## config.mk

```make
export PLATFORM = sky130hd
export DESIGN_NAME = wb_merge
export DESIGN_NICKNAME = d
export VERILOG_FILES = /design/src/rtl/alpha_pkg.sv /design/src/rtl/wb_fifo.sv /design/src/rtl/wb_merge.sv
export SDC_FILE = /design/constraint.sdc
export NUM_CORES = 1
export LEC_CHECK = 0
export ABC_AREA = 1
export CAP_MARGIN = 0
export CORE_MARGIN = 5
export CORE_UTILIZATION = 50
export CTS_CLUSTER_SIZE = 30
export DETAILED_ROUTE_END_ITERATION = 12
export PLACE_DENSITY = 0.74
export SYNTH_ARGS = -nofsm -noshare
export SYNTH_HDL_FRONTEND = slang
export SYNTH_SLANG_ARGS = --single-unit
```

## constraint.sdc

```tcl
create_clock -name i_clk -period 3.47 [get_ports i_clk]
set_input_delay 0.347 -clock i_clk [delete_from_list [all_inputs] [get_ports i_clk]]
set_output_delay 0.347 -clock i_clk [all_outputs]
set_load 0.005 [all_outputs]
```

## src/rtl/alpha_pkg.sv

```systemverilog
// Shared types for the alpha integer writeback path: the zero-register index
// and the request record carried from the load return port to the register file.
package alpha_pkg;

    localparam logic [4:0] REG_ZERO = 5'd31;

    typedef struct packed {
        logic [4:0]  rc;
        logic [63:0] data;
    } wb_req_t;

endpackage

```

## src/rtl/wb_fifo.sv

```systemverilog
// In-order queue for load returns that could not be written directly.
// Exposes per-entry valid/rc vectors so the owner can build a pending-register mask.
module wb_fifo
    import alpha_pkg::*;
#(
    parameter int  DEPTH = 4,
    parameter type T     = wb_req_t
) (
    input  logic                      i_clk,
    input  logic                      i_reset,
    input  logic                      i_push,
    input  T                          i_din,
    input  logic                      i_pop,
    output T                          o_dout,
    output logic                      o_full,
    output logic                      o_empty,
    output logic [$clog2(DEPTH):0]    o_count,
    output logic [DEPTH-1:0]          o_entry_valid,
    output logic [DEPTH-1:0][4:0]     o_entry_rc
);

    localparam int AW = $clog2(DEPTH);
    localparam int CW = AW + 1;

    T                r_mem [DEPTH];
    logic [DEPTH-1:0] r_valid;
    logic [AW-1:0]   r_wr_ptr;
    logic [AW-1:0]   r_rd_ptr;
    logic [CW-1:0]   r_count;

    logic w_do_push;
    logic w_do_pop;

    assign o_full    = (r_count == CW'(DEPTH));
    assign o_empty   = (r_count == '0);
    assign w_do_push = i_push & ~o_full;
    assign w_do_pop  = i_pop & ~o_empty;

    // Pointers and per-entry valid bits carry the queue state; reset empties it.
    always_ff @(posedge i_clk or posedge i_reset) begin
        if (i_reset) begin
            r_wr_ptr <= '0;
            r_rd_ptr <= '0;
            r_count  <= '0;
            r_valid  <= '0;
        end else begin
            if (w_do_pop) begin
                r_valid[r_rd_ptr] <= 1'b0;
                r_rd_ptr          <= r_rd_ptr + AW'(1);
            end
            if (w_do_push) begin
                r_valid[r_wr_ptr] <= 1'b1;
                r_wr_ptr          <= r_wr_ptr + AW'(1);
            end
            case ({w_do_push, w_do_pop})
                2'b10:   r_count <= r_count + CW'(1);
                2'b01:   r_count <= r_count - CW'(1);
                default: r_count <= r_count;
            endcase
        end
    end

    always_ff @(posedge i_clk) begin
        if (w_do_push) begin
            r_mem[r_wr_ptr] <= i_din;
        end
    end

    assign o_dout        = r_mem[r_rd_ptr];
    assign o_count       = r_count;
    assign o_entry_valid = r_valid;

    always_comb begin
        for (int i = 0; i < DEPTH; i++) begin
            o_entry_rc[i] = r_mem[i].rc;
        end
    end

endmodule

```

## src/rtl/wb_merge.sv

```systemverilog
// Writeback merge: ALU results win the register file port, load returns queue behind them.
// Define WB_MERGE_BYPASS_EN to let a lone load skip the queue and write after one cycle.
module wb_merge
    import alpha_pkg::*;
#(
    parameter int LQ_DEPTH = 4,
    parameter int DATA_W   = 64
) (
    input  logic              i_clk,
    input  logic              i_reset,
    input  logic              i_alu_valid,
    input  logic [4:0]        i_alu_rc,
    input  logic [DATA_W-1:0] i_alu_data,
    input  logic              i_ld_valid,
    output logic              o_ld_ready,
    input  logic [4:0]        i_ld_rc,
    input  logic [DATA_W-1:0] i_ld_data,
    output logic              o_wr_en,
    output logic [4:0]        o_wr_addr,
    output logic [DATA_W-1:0] o_wr_data,
    output logic [31:0]       o_lq_pend
);

    localparam int CW = $clog2(LQ_DEPTH) + 1;

    logic                    w_alu_eff;
    logic                    w_ld_accept;
    logic                    w_ld_live;
    logic                    w_bypass;
    logic                    w_push;
    logic                    w_pop;
    logic                    w_full;
    logic                    w_empty;
    logic [CW-1:0]           w_count;
    wb_req_t                 w_push_req;
    wb_req_t                 w_head;
    logic [LQ_DEPTH-1:0]     w_entry_valid;
    logic [LQ_DEPTH-1:0][4:0] w_entry_rc;

    logic                    w_sel_en;
    logic [4:0]              w_sel_rc;
    logic [DATA_W-1:0]       w_sel_data;
    logic [31:0]             w_lq_pend;

    logic                    r_wr_en;
    logic [4:0]              r_wr_addr;
    logic [DATA_W-1:0]       r_wr_data;

    // Writes to r31 are architecturally discarded, so they never claim the port or the queue.
    assign w_alu_eff   = i_alu_valid && (i_alu_rc != REG_ZERO);
    assign w_ld_accept = i_ld_valid && o_ld_ready;
    assign w_ld_live   = w_ld_accept && (i_ld_rc != REG_ZERO);

    assign o_ld_ready  = ~w_full;
    assign w_pop       = ~w_alu_eff & ~w_empty;

`ifdef WB_MERGE_BYPASS_EN
    assign w_bypass = w_ld_live & ~w_alu_eff & w_empty;
`else
    assign w_bypass = 1'b0;
`endif

    assign w_push     = w_ld_live & ~w_bypass;
    assign w_push_req = '{rc: i_ld_rc, data: i_ld_data};

    wb_fifo #(
        .DEPTH (LQ_DEPTH),
        .T     (wb_req_t)
    ) u_lq (
        .i_clk         (i_clk),
        .i_reset       (i_reset),
        .i_push        (w_push),
        .i_din         (w_push_req),
        .i_pop         (w_pop),
        .o_dout        (w_head),
        .o_full        (w_full),
        .o_empty       (w_empty),
        .o_count       (w_count),
        .o_entry_valid (w_entry_valid),
        .o_entry_rc    (w_entry_rc)
    );

    // Port priority: ALU, then oldest queued load, then a bypassed fresh load.
    always_comb begin
        w_sel_en   = 1'b0;
        w_sel_rc   = '0;
        w_sel_data = '0;
        if (w_alu_eff) begin
            w_sel_en   = 1'b1;
            w_sel_rc   = i_alu_rc;
            w_sel_data = i_alu_data;
        end else if (w_pop) begin
            w_sel_en   = 1'b1;
            w_sel_rc   = w_head.rc;
            w_sel_data = w_head.data;
        end else if (w_bypass) begin
            w_sel_en   = 1'b1;
            w_sel_rc   = i_ld_rc;
            w_sel_data = i_ld_data;
        end
    end

    always_ff @(posedge i_clk or posedge i_reset) begin
        if (i_reset) begin
            r_wr_en   <= 1'b0;
            r_wr_addr <= '0;
            r_wr_data <= '0;
        end else begin
            r_wr_en <= w_sel_en;
            if (w_sel_en) begin
                r_wr_addr <= w_sel_rc;
                r_wr_data <= w_sel_data;
            end
        end
    end

    assign o_wr_en   = r_wr_en;
    assign o_wr_addr = r_wr_addr;
    assign o_wr_data = r_wr_data;

    // Mask comes purely from queue entry flops, so a popped entry drops out with its write.
    always_comb begin
        w_lq_pend = '0;
        for (int i = 0; i < LQ_DEPTH; i++) begin
            if (w_entry_valid[i]) begin
                w_lq_pend[w_entry_rc[i]] = 1'b1;
            end
        end
    end

    assign o_lq_pend = w_lq_pend;

`ifndef SYNTHESIS
    a_alu_not_pending: assert property (@(posedge i_clk) disable iff (i_reset)
        !(w_alu_eff && o_lq_pend[i_alu_rc]));

    a_count_bounded: assert property (@(posedge i_clk) disable iff (i_reset)
        w_count <= CW'(LQ_DEPTH));
`endif

endmodule
```

==> results.sh <==
export IMPL_netlist_area_mm2=0.0165
export IMPL_power_frac_clock_pct=26.0
export IMPL_syn_avg_cell_area_um2=9.27
export IMPL_first_global_vias=13037
export IMPL_power_switching_mw=5.49
export IMPL_hp_class="in2async"
export IMPL_setup_violations=0
export IMPL_combPwrFrac_pct=34.8
export IMPL_fin_nets=2152
export IMPL_numPortBuffers=244
export IMPL_power_frac_seq_pct=39.2
export IMPL_tightestPinTransition_ns=0.986
export IMPL_synth_cells=1784
export IMPL_synthTopCellsByCount="459 x nand3_1, 414 x nand2_1, 302 x inv_1, 276 x edfxtp_1, 81 x dfrtp_1"
export IMPL_clk_latency_ns=0.53
export IMPL_busiest_layer="met2"
export IMPL_fin_cells=2477
export IMPL_status="completed"
export IMPL_ctsHtreeMaxLevel=2
export IMPL_use_met3_pct=5.25
export IMPL_dp_cells=2401
export IMPL_cts_made_buffers=39
export IMPL_p_per_area_mw_per_mm2=759
export IMPL_totalPowerFinal_mw=15.8
export IMPL_area_growth_pct=25.5
export IMPL_synth_main_ff_cell="edfxtp_1"
export IMPL_fmax_mhz=359
export IMPL_post_cts_buffers=0
export IMPL_yosysMostFrequentCell="nand3_1"
export IMPL_pre_cts_ws_ns=0.682
export IMPL_synth_edf_count=276
export IMPL_worstReg2RegEnd="u_lq.o_count[2]$_DFFE_PP0P_"
export IMPL_ir_drop_mv=0.716
export IMPL_fp_coreArea_mm2=0.0326
export IMPL_cp_end_kind="output pin"
export IMPL_synth_seq_cells=357
export IMPL_synth_nets=1936
export IMPL_critPathSlowestCell="nor3_1"
export IMPL_crit_chain="inv_1 -> nor3_1 -> nand2_1 -> nand4_1 -> clkdlybuf4s50_1"
export IMPL_post_route_drc_count=0
export IMPL_critical_path_max_stage_delay_ns=0.52
export IMPL_synth_async_reset_ratio_pct=22.7
export IMPL_drive_gt1_share_pct=5.02
export IMPL_yosysTopAreaCellShare_pct=50.1
export IMPL_use_met2_pct=40.3
export IMPL_tritoncts="done"
export IMPL_grt_ovfl_total=0
export IMPL_io_pin_count=245
export IMPL_drtIter0Drc=945
export IMPL_grt_max_degree=145
export IMPL_hold_viol_final=0
export IMPL_routed_wl_um=45100
export IMPL_routedWlPerCell_um=18.2
export IMPL_grt_usage_pct=24.3
export IMPL_cts_sinks=357
export IMPL_reg2reg_slack_ns=1.23
export IMPL_rsz0062_at_grt="no"
export IMPL_postCtsHoldBufs=0
export IMPL_rows=66
export IMPL_vias_per_cell=5.33
export IMPL_clkTransAtPathRegs_ns=0.06
export IMPL_fin_ws_ns=0.682
export IMPL_fin_crit_sh_pct=80.3
export IMPL_gp_congestion=0.914
export IMPL_cts_buffer_depth=3
export IMPL_synth_area_leader_cell="edfxtp_1"
export IMPL_grt_pass1_wl_um=70500
export IMPL_tns_ns=0
export IMPL_initial_core_util_pct=50.7
export IMPL_ant_nets=0
export IMPL_yosys_warnings=0
export IMPL_grt_use_met1_pct=32.8
export IMPL_hpwl_um=28600
export IMPL_worst_path_buf_inv=2
export IMPL_vias=13193
export IMPL_yosysSeqAreaShare_pct=62.4
export IMPL_cts_resized=0
export IMPL_root_buffer="clkbuf_16"
export IMPL_slew_viol_final=0
export IMPL_swShare_pct=34.9
export IMPL_power_leakage_nw=9.17
export IMPL_cp_required_ns=3.12
export IMPL_r2r_start="u_lq.o_count[0]$_DFFE_PP0P_"
export IMPL_die_area_mm2=0.0368
export IMPL_dr_pass1_iters=6
export IMPL_synth_area_leaders="edfxtp_1 50%, nand3_1 14%, dfrtp_1 12%, nand2_1 9.4%, inv_1 6.9%"
export IMPL_p_int_mw=10.3
export IMPL_slew_headroom_pct=34.2
export IMPL_dieHeight_um=192
export IMPL_crit_path_max_fanout=5
export IMPL_antenna_found_initial=4
export IMPL_r2r_cells=10
export IMPL_maxCapViolCount=0
export IMPL_critPathArrivalTime_ns=2.44
export IMPL_worstSetupPathType="reg2out"
export IMPL_crit_family="simple AND/OR/NAND/NOR gates"
export IMPL_fin_worst_skew_ns=0.0178
export IMPL_period_minus_slack_ns=2.79
export IMPL_synth_cell_type_count=28
export IMPL_cp_start_kind="flip-flop"
export IMPL_die_w_um=192
[cell families after synthesis]
family,Yosys count,share of synthesized area [%]
DFF,357,62.4
xor gates and xnor gates,2,0.106
adders and majority gates,10,0.802
AOI/OAI and AO/OA,54,1.69
and+or+nand+nor,961,25.6
buffers and inverters,400,9.41
[cells in the final DEF, fill, tap and decap left out, drive strengths merged]
master,count
a21oi,48
and2,1
buf,27
bufinv,2
clkbuf,58
clkdlybuf4s50,243
clkinv,14
dfrtp,81
diode,4
edfxtp,276
fa,1
ha,9
inv,303
nand2,414
nand3,459
nand3b,1
nand4,5
nor2,57
nor3,20
o211ai,1
o21a,2
o21ai,2
o21bai,1
or2,4
xnor2,2
[sequential cells by signal (all words and copies together), names as in the netlist]
name and cells:
u_lq.o_count 3, u_lq.r_rd_ptr 2, o_wr_data 64, u_lq.r_wr_ptr 2, o_wr_en 1, o_wr_addr 5, u_lq.o_entry_valid 4, u_lq.r_mem 276
[routing by layer]
metal	vias up	routed length, um
met4	6	857
met1	6348	18800
li1	6276	-
met3	79	3540
met2	484	21800
met5	-	41
[how the worst max path moves through the flow]
stage | endpoint | from | cells past startpoint
final | o_lq_pend[11] | u_lq.r_mem[2][67]$_DFFE_PP_ | 5
after global routing | o_lq_pend[27] | u_lq.r_mem[2][68]$_DFFE_PP_ | 5
after CTS | o_lq_pend[27] | u_lq.r_mem[2][68]$_DFFE_PP_ | 5
after detailed placement | u_lq.o_count[2]$_DFFE_PP0P_ | i_ld_rc[4] | 10
after global placement | u_lq.o_count[2]$_DFFE_PP0P_ | i_ld_rc[4] | 10
after floorplan | u_lq.r_mem[0][0]$_DFFE_PP_ | u_lq.o_count[0]$_DFFE_PP0P_ | 6
[power by group through the flow]
stage | combinational [mW] | clock (mW) | sequential, mW
final | 5.48 | 4.10 | 6.19
after floorplan | 3.10 | 0 | 6.22
after detailed placement | 5.49 | 0 | 6.26
after global routing | 6.07 | 4.36 | 6.29
after CTS | 5.53 | 4.15 | 6.18
after global placement | 5.38 | 0 | 6.22
[through the flow]
step           hold WS, ns  utilization (%)  area, um2
2_1_floorplan        0.442                -      16500
3_3_place_gp         0.471             59.7      19500
3_5_place_dp         0.494             59.7      19500
4_1_cts              0.225             63.6      20800
5_1_grt              0.243             63.6      20800
6_report             0.210             63.7      20800
[area by class of cell]
type / instances / area, um2
diodes: 4 / 10.0
clock buffers: 58 / 1150
clock inverters: 14 / 135
fillers: 2553 / 11900
inverters: 305 / 1150
multi-input cells: 1027 / 4690
flip-flops and latches: 357 / 10300
well taps: 442 / 553
repair buffers: 270 / 2760
No activity file was read; power rests on OpenSTA's default activity.
